<file path="src/rtl/bram_word_master.sv">
// Byte-serial initiator for the byte-wide single-port bram: splits byte/half/word
// loads and stores into big-endian byte accesses and assembles/extends load data.
//
// state      | meaning
// -----------+---------------------------------------------------------------
// S_IDLE     | waiting for a request, o_ready high
// S_RD_ISSUE | presenting load byte addresses, one per cycle
// S_RD_DRAIN | last address held, waiting for the final read byte
// S_WR       | presenting store bytes with o_mem_write high, MSB first
// S_DONE     | one-cycle completion, can accept the next request
module bram_word_master #(
  parameter int ADDR_WIDTH = 12
) (
  input  logic                  i_clk,
  input  logic                  i_rst,
  input  logic                  i_req,
  input  logic                  i_we,
  input  logic [1:0]            i_size,
  input  logic                  i_signed,
  input  logic [ADDR_WIDTH-1:0] i_addr,
  input  logic [31:0]           i_wdata,
  output logic                  o_ready,
  output logic                  o_done,
  output logic [31:0]           o_rdata,
  output logic [ADDR_WIDTH-1:0] o_mem_addr,
  output logic [7:0]            o_mem_data,
  output logic                  o_mem_write,
  input  logic [7:0]            i_mem_data
);

  typedef enum logic [2:0] {
    S_IDLE, S_RD_ISSUE, S_RD_DRAIN, S_WR, S_DONE
  } state_t;

  state_t                state_q, state_d;
  logic [1:0]            cnt_q, cnt_d;
  logic [1:0]            last_q, last_d;
  logic                  signed_q, signed_d;
  logic [ADDR_WIDTH-1:0] addr_q, addr_d;
  logic [31:0]           shift_q, shift_d;
  logic [31:0]           rdata_q, rdata_d;
  logic [7:0]            mdata_q, mdata_d;
  logic                  ready_q, ready_d;
  logic                  done_q, done_d;
  logic                  write_q, write_d;
  logic                  accept;
  logic [31:0]           word;
  logic [31:0]           aligned;

  // Index of the final byte: 0 for byte, 1 for half, 3 for word.
  function automatic logic [1:0] last_idx(input logic [1:0] size);
    case (size)
      2'd0:    return 2'd0;
      2'd1:    return 2'd1;
      default: return 2'd3;
    endcase
  endfunction

  assign accept = i_req & ready_q;

  always_ff @(posedge i_clk) begin
    if (i_rst) begin
      state_q  <= S_IDLE;
      cnt_q    <= '0;
      last_q   <= '0;
      signed_q <= 1'b0;
      addr_q   <= '0;
      shift_q  <= '0;
      rdata_q  <= '0;
      mdata_q  <= '0;
      ready_q  <= 1'b1;
      done_q   <= 1'b0;
      write_q  <= 1'b0;
    end else begin
      state_q  <= state_d;
      cnt_q    <= cnt_d;
      last_q   <= last_d;
      signed_q <= signed_d;
      addr_q   <= addr_d;
      shift_q  <= shift_d;
      rdata_q  <= rdata_d;
      mdata_q  <= mdata_d;
      ready_q  <= ready_d;
      done_q   <= done_d;
      write_q  <= write_d;
    end
  end

  always_comb begin
    state_d = state_q;
    unique case (state_q)
      S_IDLE, S_DONE: begin
        if (accept) state_d = i_we ? S_WR : S_RD_ISSUE;
        else        state_d = S_IDLE;
      end
      S_RD_ISSUE: if (cnt_q == last_q) state_d = S_RD_DRAIN;
      S_RD_DRAIN: state_d = S_DONE;
      S_WR:       if (cnt_q == last_q) state_d = S_DONE;
      default:    state_d = S_IDLE;
    endcase
  end

  always_comb begin
    cnt_d    = cnt_q;
    last_d   = last_q;
    signed_d = signed_q;
    addr_d   = addr_q;
    shift_d  = shift_q;
    rdata_d  = rdata_q;
    mdata_d  = mdata_q;
    word     = {shift_q[23:0], i_mem_data};
    aligned  = '0;
    ready_d  = (state_d == S_IDLE) || (state_d == S_DONE);
    done_d   = (state_d == S_DONE);
    write_d  = (state_d == S_WR);
    unique case (state_q)
      S_IDLE, S_DONE: begin
        if (accept) begin
          addr_d   = i_addr;
          cnt_d    = 2'd0;
          last_d   = last_idx(i_size);
          signed_d = i_signed;
          // Left-justify store data so the first byte out is always [31:24].
          case (last_idx(i_size))
            2'd0:    aligned = {i_wdata[7:0], 24'h0};
            2'd1:    aligned = {i_wdata[15:0], 16'h0};
            default: aligned = i_wdata;
          endcase
          if (i_we) begin
            mdata_d = aligned[31:24];
            shift_d = {aligned[23:0], 8'h0};
          end else begin
            shift_d = '0;
          end
        end
      end
      S_RD_ISSUE: begin
        // Read data lags the address by one cycle, so capture starts at cnt 1.
        if (cnt_q != 2'd0) shift_d = word;
        if (cnt_q != last_q) begin
          addr_d = addr_q + ADDR_WIDTH'(1);
          cnt_d  = cnt_q + 2'd1;
        end
      end
      S_RD_DRAIN: begin
        case (last_q)
          2'd0:    rdata_d = {{24{word[7] & signed_q}}, word[7:0]};
          2'd1:    rdata_d = {{16{word[15] & signed_q}}, word[15:0]};
          default: rdata_d = word;
        endcase
      end
      S_WR: begin
        if (cnt_q != last_q) begin
          addr_d  = addr_q + ADDR_WIDTH'(1);
          cnt_d   = cnt_q + 2'd1;
          mdata_d = shift_q[31:24];
          shift_d = {shift_q[23:0], 8'h0};
        end
      end
      default: ;
    endcase
  end

  assign o_ready     = ready_q;
  assign o_done      = done_q;
  assign o_rdata     = rdata_q;
  assign o_mem_addr  = addr_q;
  assign o_mem_data  = mdata_q;
  assign o_mem_write = write_q;

endmodule

</file>
<file path="config.mk">
export PLATFORM = sky130hd
export DESIGN_NAME = bram_word_master
export DESIGN_NICKNAME = d
export VERILOG_FILES = /design/src/rtl/bram_word_master.sv
export SDC_FILE = /design/constraint.sdc
export NUM_CORES = 1
export LEC_CHECK = 0
export ABC_CLOCK_PERIOD_IN_PS = 4660
export BUFFER_PORTS_ARGS = -buffer_cell sky130_fd_sc_hd__buf_4
export CORE_ASPECT_RATIO = 2
export CORE_MARGIN = 2
export CORE_UTILIZATION = 40
export DETAILED_ROUTE_END_ITERATION = 12
export PLACE_DENSITY_LB_ADDON = 0.12
export SLEW_MARGIN = 20
export SYNTH_ARGS = -nofsm -noshare
export SYNTH_HDL_FRONTEND = slang
export SYNTH_SLANG_ARGS = --single-unit
</file>
<file path="constraint.sdc">
create_clock -name i_clk -period 4.66 [get_ports i_clk]
set_input_delay 0.233 -clock i_clk [delete_from_list [all_inputs] [get_ports i_clk]]
set_output_delay 0.233 -clock i_clk [all_outputs]
set_load 0.02 [all_outputs]
</file>
Yosys cells after proc, flatten, opt, wreduce, memory -nomap -nowiden
Cells that the tools add are included.

Register bits after elaboration: 95. Input bits: 59. Output and inout port bits: 55. Word-level logic and storage cells: 73.

Add/sub/neg operators: 2. Equal/unequal tests: 16. Muxes and demuxes: 25. Bitwise operators: 3. Reduce and logical (&&, ||, !) cells: 16.

Operators with widths (count): 32-bit 2-to-1 mux (4); 32-bit one-hot mux with 2 select lines (2); 32-bit one-hot mux with 3 select lines (1); 12-bit 2-to-1 mux (2); 8-bit 2-to-1 mux (3); 12-bit one-hot mux with 2 select lines (1); 8-bit one-hot mux with 2 select lines (1); 12-bit by 1-bit adder with 12-bit output, second input constant (1); 2-bit 2-to-1 mux (6); 3-bit one-hot mux with 4 select lines (1); 3-bit by 2-bit equality test with 1-bit output, second input constant (3); 2-bit inequality test, second input constant (4); 2-bit one-hot mux with 2 select lines (2); 4-bit AND reduction (2); 2-bit by 1-bit equality test with 1-bit output, second input constant (3); 3-bit equality test, second input constant (2); 2-bit zero test (3); 3-bit zero test (2); 3-bit 2-to-1 mux (2); 2-bit nonzero test (3); 2-bit OR reduction (2); 1-bit bitwise AND (3); 3-bit by 1-bit equality test with 1-bit output, second input constant (1); 3-bit AND reduction (1); 7 further kinds (7).

Logic depth before layout (Yosys ltp)
Gate-level depths: netlist of the first run.

Depth in word-level cells: 9. Depth in mapped cells: 7. Mapped depth without buffers: 6.

Worst setup path before layout of the first run
Ideal clock, no wire load.

Path type: register to register. From: reg addr_q[0], in the netlist o_mem_addr[0]. To: reg addr_q[8], in the netlist o_mem_addr[8]. Setup time: 0.074 ns. Arrival: 1.637 ns. Required time: 4.586 ns. Setup slack: 2.949 ns. Stages on the path, launching flop included: 6. Path buffers: 0. Path through: dfxtp_1 -> ha_1 -> and3_1 -> nand3_1 -> or4_1 -> a31oi_1.

Longest elaborated chain between the ends: 3.

RTL lines: start: declaration (line 39) `logic [ADDR_WIDTH-1:0] addr_q, addr_d;`; start signal: assignment (line 79) `addr_q <= addr_d;`; 12-bit by 1-bit adder with 12-bit output (line 141, 154); 12-bit 2-to-1 mux (line 140, 153); 12-bit one-hot mux with 2 select lines (line 116) `unique case (state_q)`.

Every way passes these cells. The select of a mux whose other input is x is not followed. A chain may end at the register's enable or synchronous reset.

Final worst setup path of the first run
From: reg last_q[1]. To: reg shift_q[21].

Longest elaborated chain between the ends: 3.

RTL lines: start: declaration (line 37) `logic [1:0] last_q, last_d;`; start signal: assignment (line 77) `last_q <= last_d;`; 2-bit inequality test (line 153) `if (cnt_q != last_q) begin`; 2-bit inequality test (no source line); 4-bit AND reduction (no source line); end signal: assignment (line 80) `shift_q <= shift_d;`; end: declaration (line 40) `logic [31:0] shift_q, shift_d;`.

Every way passes these cells.

==> out/metrics.yaml, run 1 <==
synthesis.area_sq_um: 4547
start_kind: "register"
worst-setup-path-type: "register to register"
finalInstanceArea_sq_um: 5693
place_congestion: 0.8176
cts_buffers: 9
hold_depth: 3
vias_per_cell: 5.896
cts_htree_levels: 3
fin_tns_setup_ns: 0
drt_iter0_drc: 298
fmax_mhz: 385.1
synthTopCellsByArea: "dfxtp_1 (42%), a211oi_1 (8.1%), nand2_1 (6.9%)"
setup_viol: 0
num_vias: 4552
ys_top_cells_by_count: "dfxtp_1 (95), nand2_1 (83), a211oi_1 (49), a21oi_1 (37), nor2_1 (33)"
critPathTopFamily: "compound AO/OA/AOI/OAI gates"
end_kind: "register"
crit_arrival_ns: 2.85
synth.avg_cell_area_sq_um: 8.312
pre_cts_slack_ns: 2.067
ys_seq_elements: 95
synth_top_area_share: 0.4183
n_fill_cell: 1097
rows: 55
wirelength_mm: 14.78
initial_utilization: 0.4054
clockBufferDepth: 2
synth_edf_count: 0
cts_resized: 0
worst_pin_slew_ns: 0.9161
hold_buffers: 0
area_delta_synth_final_pct: 25.21
max-cap-violations: 0
clkTransAtPathRegs_ns: 0.07
final_cells: 772
grt_pass1_wl_mm: 23.19
slew_headroom: 0.3893
die_height_microns: 154.8
cp_cell_sequence: "xor2_2 > o311ai_4 > nand2_2 > a211oi_1"
post-route-util: 0.5075
yosysTopAreaCell: "dfxtp_1"
wire_per_inst_microns: 19.15
min_period_ns: 2.597
ios: 114
min_path_type: "input pin to register"
grt_max_degree: 86
path_buf_inv: 0
fin_crit_sh: 0.5572
status: "finished clean"
n_antenna_cell: 0
postPlaceCellArea_sq_um: 5396
fin_ws_ns: 2.063
min_from: "i_signed"
worstPathRequired_ns: 4.91
rsz0062_at_grt: "no"
insertion_delay_ns: 0.35
synth.most_common_cell: "dfxtp_1"
dp_hpwl_mm: 10.53
portBuffers: 113
drv_slew: 0
drive_above_1_share: 0.2381
reg2reg_from: "last_q[1]$_SDFFE_PP0P_"
synth_nets: 608
postCtsSetupRepairBufs: 0
synthArstFlopShare: 0
r2r_slack_ns: 2.06
powerDensity_nw_per_um2: 401.8
hold_path_end: "signed_q$_SDFFE_PP0P_"
reg2reg_to: "shift_q[21]$_SDFFE_PP0P_"
finalNetCount: 686
ys_types: 57
r2r_cells: 4
antenna_found_initial: 0
yosysSeqAreaShare: 0.4183
cts_sinks: 95
dieArea_sq_um: 12290
detail-route-antenna-nets: 0
ir_drop_uv: 218.2
critical_path.slowest_cell: "dfxtp_1"
grt_pass1_vias: 4483
drcViolationCount: 0
finalHoldViolations: 0
crit_fanout: 23
max_stage_delay_ns: 0.88
core_sq_um: 11220
place_inst: 756
ys.flop_type: "dfxtp_1"
report.power.total_mw: 2.287
synth_cells: 547
clock_skew_ns: 0.007688
cts-root-buf: "clkbuf_16"
yosys_warnings: 0
dieWidth_microns: 79.39
hold_slack_ns: 0.1405
cts_tree: "done"
overflow: 0
power.leakage_nw: 2.150
track_usage: 0.2418
drtPass1Iterations: 4
[worst max path at each step]
stage | start | to | slack [ns] | depth (start not counted)
2_1_floorplan | o_mem_addr[0]$_SDFFE_PP0P_ | o_mem_addr[8]$_SDFFE_PP0P_ | 2.95 | 5
3_3_place_gp | last_q[1]$_SDFFE_PP0P_ | shift_q[6]$_SDFFE_PP0P_ | 2.02 | 4
3_5_place_dp | last_q[1]$_SDFFE_PP0P_ | shift_q[21]$_SDFFE_PP0P_ | 2.07 | 4
4_1_cts | last_q[1]$_SDFFE_PP0P_ | shift_q[21]$_SDFFE_PP0P_ | 2.07 | 4
5_1_grt | last_q[1]$_SDFFE_PP0P_ | shift_q[10]$_SDFFE_PP0P_ | 1.86 | 4
6_report | last_q[1]$_SDFFE_PP0P_ | shift_q[21]$_SDFFE_PP0P_ | 2.06 | 4
[layout make-up]
cell class              instances  area (sq um)  share of cell area
clock inverters                 7         71.32             0.01253
clock buffers                   9         225.2             0.03956
multi-input cells             396          2412              0.4237
flip-flops and latches         95          1902              0.3341
well taps                     142         177.7             0.03121
repair buffers                118         885.9              0.1556
inverters                       5         18.77            0.003297
[flip-flops by register name, indices dropped and copies added (netlist names)]
name         cells
o_rdata         32
shift_q         32
o_mem_addr      12
o_mem_data       8
state_q          3
cnt_q            2
last_q           2
o_done           1
o_mem_write      1
o_ready          1
signed_q         1
[routing by layer]
metal,vias to the layer above,global-route usage,share of wire
met5,-,0,0
met4,0,0.1346,0.047
met3,39,0.03909,0.052
met2,187,0.4229,0.52
met1,2154,0.2727,0.38
li1,2172,-,-
[power by group]
group | internal, mW | switching, mW
clock network | 0.417 | 0.331
logic | 0.222 | 0.324
registers | 0.901 | 0.0924
[cell usage in the layout, fill, tap and decap left out, types with 2 or more instances in the layout]
master / n
buf_4: 118
dfxtp_1: 95
nand2_1: 83
a211oi_1: 49
a21oi_1: 37
nor2_1: 32
nor3_1: 29
a22oi_1: 24
o21ai_0: 18
nand3_1: 18
mux2i_1: 16
a31oi_1: 10
o31ai_1: 9
o211ai_1: 9
clkbuf_16: 9
inv_1: 4
and2_1: 4
and3_1: 4
nand2b_1: 3
nand4_1: 3
or4_1: 3
clkinv_2: 3
or2_2: 2
xnor2_1: 2
xor2_2: 2
o32ai_1: 2
and4_1: 2
o22ai_1: 2
nand3b_1: 2
a32o_1: 2
a311oi_1: 2
a32oi_1: 2
ha_1: 2
clkinv_4: 2
[cell families after synthesis]
family,after synthesis,synth area share
AOI/OAI and AO/OA,178,0.2749
xor gates and xnor gates,4,0.01101
adders and majority gates,2,0.005503
buffers and inverters,56,0.05586
DFF,95,0.4183
muxes,17,0.03770
and+or+nand+nor,195,0.1968
[tightest hold or removal path: cells and delay by family]
kind	cells	cell delay (ns)
buffers and inverters	1	0.11
AND/OR/NAND/NOR	1	0.05
AO/OA/AOI/OAI	1	0.05
(Power assumes the default switching activity.)
==> inputs of run 2 (changes only) <==
--- a/config.mk
+++ b/config.mk
@@ -5,7 +5,8 @@
 export SDC_FILE = /design/constraint.sdc
 export NUM_CORES = 1
 export LEC_CHECK = 0
-export ABC_CLOCK_PERIOD_IN_PS = 4660
+export ABC_AREA = 1
+export ABC_CLOCK_PERIOD_IN_PS = 2300
 export BUFFER_PORTS_ARGS = -buffer_cell sky130_fd_sc_hd__buf_4
 export CORE_ASPECT_RATIO = 2
 export CORE_MARGIN = 2
==> constraint.sdc (replaced) <==
create_clock -name i_clk -period 2.3 [get_ports i_clk]
set_input_delay 0.115 -clock i_clk [delete_from_list [all_inputs] [get_ports i_clk]]
set_output_delay 0.115 -clock i_clk [all_outputs]
set_load 0.02 [all_outputs]
==> run 2 against run 1 <==
Net effect:
- critical path depth up 4
- non-clock buffer count rose by 1
- sequential power up 120%
- total power increased by 140%
- register-to-register slack lost 1.8 ns
- clock power up 110%
- worst hold slack worse by 0.11 ns
- largest cell class unchanged
- flip-flop and latch count unchanged
- combinational power increased to 3.3 times the previous value
- synthesized cell count up 30%
- via count increased by 6.9%
- cell area rose by 3.5%
- highest routed layer unchanged
==> out/metrics.yaml, run 2 <==
detail-route-antenna-nets: 0
antenna_found_initial: 0
core_sq_um: 11350
top_layer: "met4"
finalHoldViolations: 0
fmax_mhz: 485.5
synth_top_area_share: 0.4072
reg2reg_to: "shift_q[26]$_SDFFE_PP0P_"
initial_utilization: 0.4113
ir_drop_uv: 621.1
track_usage: 0.2213
n_antenna_cell: 0
num_vias: 4866
overflow: 0
place_inst: 933
drtPass1Iterations: 5
ys_seq_elements: 95
path_buf_inv: 1
worstPathRequired_ns: 2.58
powerDensity_nw_per_um2: 950.0
crit_arrival_ns: 2.34
final_cells: 950
start_kind: "register"
drt_iter0_drc: 257
drv_slew: 0
rsz0062_at_grt: "no"
crit_cells: 8
power.leakage_nw: 2.733
ys_top_cells_by_count: "nand2_1 (187), dfxtp_1 (95), o21ai_0 (92), nor2_1 (89), a21oi_1 (71)"
insertion_delay_ns: 0.34
area_delta_synth_final_pct: 26.15
worst-setup-path-type: "register to register"
cts_htree_levels: 3
synth_edf_count: 0
clockBufferDepth: 2
crit_end: "shift_q[26]$_SDFFE_PP0P_"
die_height_microns: 156.8
cts-root-buf: "clkbuf_16"
worstSetupStartpoint: "state_q[0]$_SDFF_PP0_"
worst_pin_slew_ns: 0.7689
portBuffers: 113
crit_fanout: 25
grt_pass1_vias: 4519
r2r_slack_ns: 0.24
vias_per_cell: 5.122
clock_skew_ns: 0.007450
hold_slack_ns: 0.03089
ios: 114
fin_crit_sh: 0.8956
dp_hpwl_mm: 10.22
synthTopCellsByArea: "dfxtp_1 (41%), nand2_1 (15%), o21ai_0 (9.9%)"
ys_types: 30
place_congestion: 0.9714
status: "finished clean"
hold_buffers: 0
yosys_warnings: 0
dieWidth_microns: 80.41
synth_cells: 713
synth.most_common_cell: "nand2_1"
fin_tns_setup_ns: 0
wire_per_inst_microns: 14.62
cts_sinks: 95
grt_max_degree: 51
finalNetCount: 864
route.layer.met1.wl_mm: 5.562
slew_headroom: 0.4873
end_kind: "register"
cp_common_cell: "nand2_1"
min_path_type: "input pin to register"
routed-wl-met3_microns: 610
yosysTopAreaCell: "dfxtp_1"
drive_above_1_share: 0.1856
r2r_cells: 8
wirelength_mm: 13.89
max-cap-violations: 0
max_stage_delay_ns: 0.43
critical_path.slowest_cell: "nand3_4"
cp_cell_sequence: "inv_1 > nor2_4 > nand2_1 > o21ai_2 > nand3_4 > nand2_1 > nand2_1 > nor2_1"
synthesis.area_sq_um: 4671
dieArea_sq_um: 12610
cts_buffers: 9
synthArstFlopShare: 0
critPathTopFamily: "simple AND/OR/NAND/NOR gates"
cts_tree: "done"
synth.avg_cell_area_sq_um: 6.551
dr_wl_met2_mm: 7.428
min_period_ns: 2.060
reg2reg_from: "state_q[0]$_SDFF_PP0_"
rows: 55
yosysSeqAreaShare: 0.4072
drcViolationCount: 0
grt_pass1_wl_mm: 21.96
final_cell_mix: "nand2_1 (187), buf_4 (118), dfxtp_1 (95)"
mostFrequentLayoutCell: "nand2_1"
synth_nets: 774
ys.flop_type: "dfxtp_1"
clkTransAtPathRegs_ns: 0.07
setup_viol: 0
run 2: final cells by class:
cell class                 instances  area (sq um)
clock buffer                       9         225.2
timing repair buffer             119         905.9
fill                            1212          5463
clock inverter                     7         92.59
tap                              142         177.7
multi-input combinational        505          2315
inverter                          73         274.0
sequential                        95          1902
run 2: worst register-to-register path: cells and delay by family (launching register included):
family                 cells  cell delay, ns
and+or+nand+nor            6            1.21
DFF                        1            0.39
AOI/OAI and AO/OA          1            0.31
buffers and inverters      1            0.10
run 2: kinds of logic after synthesis:
| logic type | synth area share |
|---|---|
| simple gates | 0.2794 |
| compound gates | 0.2052 |
| buf+inv | 0.1010 |
| flops | 0.4072 |
| fa+ha+maj | 0.005357 |
| xor+xnor | 0.001876 |
run 2: repair_timing:
item | 4_1_cts | 5_1_grt
buffers inserted | 0 | 0
setup endpoints to repair | 0 | 22
gates resized for setup | 0 | 1
run 2: power breakdown:
part	switching, mW	leakage, nW	internal, mW
registers	0.227	0.778	1.95
clock network	0.654	0.160	0.955
logic	1.16	1.79	0.644
total	2.04	2.73	3.55
run 2: worst min-delay path by stage:
stage	startpoint	end	slack [ns]	cells after the start
3_5_place_dp	i_mem_data[0]	o_rdata[0]$_SDFFE_PP0N_	0.38	3
5_1_grt	i_mem_data[2]	o_rdata[2]$_SDFFE_PP0N_	0.05	3
4_1_cts	i_mem_data[0]	o_rdata[0]$_SDFFE_PP0N_	0.02	3
2_1_floorplan	i_mem_data[0]	o_rdata[0]$_SDFFE_PP0N_	0.26	2
3_3_place_gp	i_mem_data[2]	o_rdata[2]$_SDFFE_PP0N_	0.37	3
6_report	i_mem_data[2]	o_rdata[2]$_SDFFE_PP0N_	0.03	3
run 2: per-stage QoR:
step                total power, mW  instance area [sq um]  utilization  setup WS, ns
floorplan                     3.408                   4671            -        0.8553
global placement              3.960                   5557       0.4894        0.2310
detailed placement            3.994                   5557       0.4894        0.1439
CTS                           5.612                   5874       0.5174        0.1079
global route                  5.969                   5892       0.5189       0.05134
finish                        5.598                   5892       0.5189        0.2402
run 2: routing by layer:
| metal | up-vias | global-route usage |
|---|---|---|
| li1 | 2479 | - |
| met5 | - | 0 |
| met4 | 0 | 0.07587 |
| met3 | 17 | 0.03057 |
| met1 | 2238 | 0.2588 |
| met2 | 132 | 0.4028 |
